===== src/rtl/fft_stage_ctrl.sv =====
// Stage/butterfly sequencer for an in-place radix-2 DIT FFT: issues A/B/twiddle
// addresses one butterfly per cycle and holds each stage until all write-backs return.
module fft_stage_ctrl #(
    parameter int LOG2N   = 10,
    parameter int RAM_LAT = 1
) (
    input  logic             clk,
    input  logic             rst,
    input  logic             start,
    input  logic             wr_vld,
    output logic             busy,
    output logic             done,
    output logic [LOG2N-1:0] stage,
    output logic             rd_en,
    output logic [LOG2N-1:0] rd_addr_a,
    output logic [LOG2N-1:0] rd_addr_b,
    output logic [LOG2N-2:0] tw_addr,
    output logic             mult_en,
    output logic [LOG2N-1:0] fft_i_index,
    output logic             first_lev_s
);
    localparam logic [LOG2N-1:0] HALF   = LOG2N'(1) << (LOG2N - 1);
    localparam logic [LOG2N-2:0] K_LAST = '1;
    localparam logic [LOG2N-1:0] S_LAST = LOG2N'(LOG2N - 1);

    typedef enum logic [1:0] {IDLE, ISSUE, DRAIN} state_t;

    state_t           state_q, state_d;
    logic [LOG2N-1:0] s_q, s_d;
    logic [LOG2N-2:0] k_q, k_d;
    logic [LOG2N-1:0] wcnt_q, wcnt_d;
    logic             done_q, done_d;

    logic [RAM_LAT-1:0]            dly_en_q, dly_en_d;
    logic [RAM_LAT-1:0]            dly_fl_q, dly_fl_d;
    logic [RAM_LAT-1:0][LOG2N-1:0] dly_addr_q, dly_addr_d;

    logic [LOG2N-1:0] k_ext, h, pos, grp, addr_a;
    logic [LOG2N-1:0] wcnt_nxt;
    logic             drained;

    // Butterfly k of stage s: group k>>s, offset k&(h-1), pair spacing h=2^s.
    always_comb begin
        k_ext  = LOG2N'(k_q);
        h      = LOG2N'(1) << s_q;
        pos    = k_ext & (h - LOG2N'(1));
        grp    = k_ext >> s_q;
        addr_a = (grp << (s_q + LOG2N'(1))) | pos;
    end

    assign rd_en     = (state_q == ISSUE);
    assign rd_addr_a = rd_en ? addr_a : '0;
    assign rd_addr_b = rd_en ? (addr_a + h) : '0;
    assign tw_addr   = rd_en ? (LOG2N-1)'(pos << (S_LAST - s_q)) : '0;

    // A write-back arriving in the drain-check cycle counts toward completion.
    always_comb begin
        wcnt_nxt = wcnt_q;
        if (wr_vld && wcnt_q != HALF) wcnt_nxt = wcnt_q + LOG2N'(1);
        drained = (wcnt_nxt == HALF);
    end

    always_comb begin
        state_d = state_q;
        s_d     = s_q;
        k_d     = k_q;
        wcnt_d  = wcnt_q;
        done_d  = 1'b0;
        case (state_q)
            IDLE: begin
                if (start) begin
                    state_d = ISSUE;
                    s_d     = '0;
                    k_d     = '0;
                    wcnt_d  = '0;
                end
            end
            ISSUE: begin
                wcnt_d = wcnt_nxt;
                k_d    = k_q + (LOG2N-1)'(1);
                if (k_q == K_LAST) begin
                    state_d = DRAIN;
                    k_d     = '0;
                end
            end
            DRAIN: begin
                wcnt_d = wcnt_nxt;
                if (drained) begin
                    wcnt_d = '0;
                    if (s_q == S_LAST) begin
                        state_d = IDLE;
                        s_d     = '0;
                        done_d  = 1'b1;
                    end else begin
                        state_d = ISSUE;
                        s_d     = s_q + LOG2N'(1);
                    end
                end
            end
            default: state_d = IDLE;
        endcase
    end

    // Side-band delay line runs in every state so the last stage's tail drains after done.
    always_comb begin
        dly_en_d      = '0;
        dly_fl_d      = '0;
        dly_addr_d    = '0;
        dly_en_d[0]   = rd_en;
        dly_fl_d[0]   = rd_en && (s_q == '0);
        dly_addr_d[0] = rd_addr_a;
        for (int i = 1; i < RAM_LAT; i++) begin
            dly_en_d[i]   = dly_en_q[i-1];
            dly_fl_d[i]   = dly_fl_q[i-1];
            dly_addr_d[i] = dly_addr_q[i-1];
        end
    end

    always_ff @(posedge clk) begin
        if (rst) begin
            state_q    <= IDLE;
            s_q        <= '0;
            k_q        <= '0;
            wcnt_q     <= '0;
            done_q     <= 1'b0;
            dly_en_q   <= '0;
            dly_fl_q   <= '0;
            dly_addr_q <= '0;
        end else begin
            state_q    <= state_d;
            s_q        <= s_d;
            k_q        <= k_d;
            wcnt_q     <= wcnt_d;
            done_q     <= done_d;
            dly_en_q   <= dly_en_d;
            dly_fl_q   <= dly_fl_d;
            dly_addr_q <= dly_addr_d;
        end
    end

    assign busy        = (state_q != IDLE);
    assign done        = done_q;
    assign stage       = s_q;
    assign mult_en     = dly_en_q[RAM_LAT-1];
    assign fft_i_index = dly_addr_q[RAM_LAT-1];
    assign first_lev_s = dly_fl_q[RAM_LAT-1];
endmodule

===== config.mk =====
export PLATFORM = sky130hd
export DESIGN_NAME = fft_stage_ctrl
export DESIGN_NICKNAME = d
export VERILOG_FILES = /design/src/rtl/fft_stage_ctrl.sv
export SDC_FILE = /design/constraint.sdc
export NUM_CORES = 1
export LEC_CHECK = 0
export ABC_AREA = 1
export CAP_MARGIN = 40
export CORE_MARGIN = 5
export CORE_UTILIZATION = 40
export DETAILED_ROUTE_END_ITERATION = 8
export PLACE_DENSITY_LB_ADDON = 0.2
export SYNTH_ARGS = -nofsm -noshare
export SYNTH_HDL_FRONTEND = slang
export SYNTH_SLANG_ARGS = --single-unit

===== constraint.sdc =====
create_clock -name clk -period 5.2 [get_ports clk]
set_input_delay 1.04 -clock clk [delete_from_list [all_inputs] [get_ports clk]]
set_output_delay 1.04 -clock clk [all_outputs]
set_load 0.03 [all_outputs]

==> results.py <==
metrics = {
    "place": {
        "post_dp_cell_area_sq_um": 5260,
        "dp_hpwl_microns": 12100,
        "place.gp.congestion": 1.01,
        "placedCellCount": 961,
        "portBuffers": 57,
        "pre_cts_ws_ns": 0.447,
    },
    "global_routing": {
        "grt.overflow.total": 0,
        "grt_max_degree": 32,
        "grtUsageTotal_pct": 23.3,
        "grt_pass1_wl_microns": 25400,
        "antenna_found_initial": 0,
        "grt_pass1_vias": 5011,
    },
    "yosys": {
        "syn_avg_cell_area_sq_um": 5.92,
        "synth-seq-area-share_pct": 19.2,
        "yosys.area_share.simple_pct": 47.9,
        "synth_mux_area_share_pct": 0,
        "synth_area_sq_um": 4580,
        "netlist_instances": 774,
        "syn_nets": 802,
        "synth_xor_area_share_pct": 2.29,
        "synth_top_family_by_area": "simple AND/OR/NAND/NOR gates",
        "synth-edff-count": 0,
        "synthAdderAreaFrac_pct": 6.72,
        "yosys_warnings": 0,
        "ys_types": 47,
        "synth_ff_type": "dfxtp_1",
        "ys_seq_elements": 44,
        "synth_compound_area_share_pct": 13.7,
        "async_flop_share_pct": 0,
    },
    "layout": {
        "drive_above_1_share_pct": 11.7,
        "post_layout_nonfiller_instances": 972,
        "nets": 856,
        "syn2layout_area_growth_pct": 20.4,
        "post-route-util_pct": 48.7,
        "design_area_sq_um": 5520,
        "fillCellCount": 1227,
        "antennaDiodeCount": 0,
    },
    "clock_tree": {
        "htree_levels": 2,
        "root_buffer": "clkbuf_16",
        "cts_tree": "built",
        "clkLatencyLatePin_ns": 0.30,
        "cts_buffer_depth": 2,
        "numCtsBuffers": 5,
        "clkSinkCount": 44,
        "clkTransAtPathRegs_ns": 0.06,
    },
    "routing": {
        "drt_pass1_iterations": 5,
        "viasPerCell": 5.45,
        "avgRoutedWirePerCell_microns": 16.2,
        "ant_nets": 0,
        "drt-initial-drc-count": 538,
        "drc_errors": 0,
        "num_vias": 5302,
        "wl_microns": 15800,
    },
    "sta": {
        "finalWorstSetupSlack_ns": 0.262,
        "fin_tns_setup_ns": 0,
        "setup_viol": 0,
        "slew_headroom_pct": 55.5,
        "drv_slew": 0,
        "finalCritPeriodShare_pct": 95.0,
        "worst_pin_slew_ns": 0.663,
        "timing.hold.ws_ns": 0.485,
        "fin_crit_ns": 4.94,
        "rsz0062_at_grt": "yes",
        "max_freq_mhz": 203,
        "clock-skew-final_ns": 0.00968,
        "hold_viol": 0,
    },
    "floorplan": {
        "dieWidth_microns": 117,
        "core_sq_um": 11300,
        "io_pins": 58,
        "start_util_pct": 40.5,
        "die-area_sq_um": 13700,
        "rows": 39,
        "die_y_microns": 117,
    },
    "setup_path": {
        "worst_r2r_endpoint": "k_q[5]",
        "crit_fanout": 19,
        "arrival_ns": 3.90,
        "crit_required_ns": 4.16,
        "r2r-start": "state_q[1]",
        "r2r_slack_ns": 1.83,
        "reg2regPathDepth": 8,
        "critPathCaptureType": "primary output",
        "critPathKind": "reg -> out",
        "start_kind": "flop",
    },
    "outcome": {
        "status": "completed",
    },
    "power_and_ir_drop": {
        "fin_total_pwr_mw": 3.84,
        "powerDensity_nw_per_um2": 696,
        "ir_worst_vdd_v": 0.000409,
        "p_leak_nw": 2.50,
    },
    "worst_hold_path": {
        "hp-start": "wcnt_q[9]",
        "hold_path_depth": 2,
        "worstHoldPathType": "reg -> reg",
        "min_to": "wcnt_q[9]",
    },
    "job": {
        "maxCapViolations": 0,
    },
}
[worst max path at each step]
stage | start | to | slack (ns) | cells after the start
6_report | stage[1] | rd_addr_b[8] | 0.26 | 18
3_3_place_gp | stage[4] | rd_addr_b[7] | 0.46 | 24
5_1_grt | stage[8] | rd_addr_b[8] | -0.11 | 27
2_1_floorplan | stage[0] | rd_addr_b[8] | 0.28 | 20
3_5_place_dp | stage[4] | rd_addr_b[7] | 0.45 | 24
4_1_cts | stage[4] | rd_addr_b[7] | 0.12 | 24
[logic make-up after synthesis]
family	count (synthesis)
and+or+nand+nor	472
buffers and inverters	113
AOI/OAI and AO/OA	109
DFF	44
adders and majority gates	24
xor gates and xnor gates	12
[state kept, by name (all words and copies together), names as in the netlist]
register     cells
stage           10
done             1
first_lev_s      1
mult_en          1
fft_i_index     10
state_q          2
wcnt_q          10
k_q              9
[layer usage]
layer	track usage [%]	part of all wire (%)	up-vias
met5	0	0	-
met4	5.96	1.8	0
met3	4.32	7.8	24
met2	38.3	47	192
met1	31.6	44	2438
li1	-	-	2648
[final cells by class]
type / instances / area [sq um] / area share (%)
inverters: 89 / 339 / 6.15
repair buffers: 70 / 676 / 12.3
clock buffers: 7 / 143 / 2.59
well taps: 143 / 179 / 3.24
multi-input cells: 618 / 3280 / 59.5
clock inverters: 1 / 7.51 / 0.136
flip-flops and latches: 44 / 888 / 16.1
[cells in the mapped netlist, types with 2 or more instances]
master | n | area (sq um)
nor2_4 | 6 | 67.6
clkinv_1 | 4 | 15.0
a21oi_2 | 2 | 17.5
a31oi_1 | 4 | 25.0
nor2_8 | 2 | 40.0
o211ai_1 | 2 | 15.0
nor3_1 | 20 | 100
nand3_2 | 5 | 50.1
clkbuf_1 | 11 | 41.3
nand2_1 | 225 | 845
o21ai_0 | 19 | 95.1
nand2_4 | 4 | 45.0
nor2_1 | 82 | 308
buf_6 | 3 | 33.8
a211oi_1 | 2 | 15.0
xor2_1 | 12 | 105
buf_4 | 2 | 15.0
nand2_2 | 4 | 25.0
inv_2 | 9 | 33.8
nor2_2 | 8 | 50.1
nand3_1 | 81 | 405
buf_2 | 7 | 35.0
dfxtp_1 | 44 | 881
nand3_4 | 2 | 35.0
ha_1 | 23 | 288
nand4_1 | 22 | 138
o21ai_1 | 10 | 50.1
inv_1 | 76 | 285
a21oi_1 | 55 | 275
o21ai_2 | 3 | 26.3
o31ai_1 | 2 | 15.0
nor4_1 | 6 | 37.5
o21bai_1 | 3 | 22.5
[repair_timing]
action,in CTS,in global routing
resized for setup,0,26
buffers inserted,0,2
setup endpoints to repair,0,13
hold buffers,0,0
[power breakdown]
group	internal, mW	switching [mW]
Sequential	0.414	0.117
Clock	0.192	0.148
Combinational	0.931	2.03
[critical path, stage by stage, from the launching register on]
cell and delay, ns:
dfxtp_1 0.36, buf_4 0.29, inv_1 0.20, ha_1 0.38
clkinv_1 0.25, nand4_1 0.19, nand2_1 0.09, ha_1 0.26
fa_1 0.44, a31oi_2 0.25, nor2_1 0.06, nor2_1 0.09
o21bai_1 0.10, nand2_1 0.07, a21oi_1 0.06, nor2_1 0.11
o21ai_0 0.09, a21oi_1 0.12, buf_4 0.18
[cells in the final DEF, fill, tap and decap left out, types with 11 or more instances in the layout]
cell type,n
buf_4,21
o21ai_1,11
ha_1,22
nor3_1,19
inv_1,76
nor2_1,78
nand3_1,80
nor2_2,12
o21ai_0,18
xor2_1,12
dfxtp_1,38
nand4_1,22
nand2_1,224
clkdlybuf4s50_1,41
a21oi_1,54
Power figures use the tool's default switching activity.
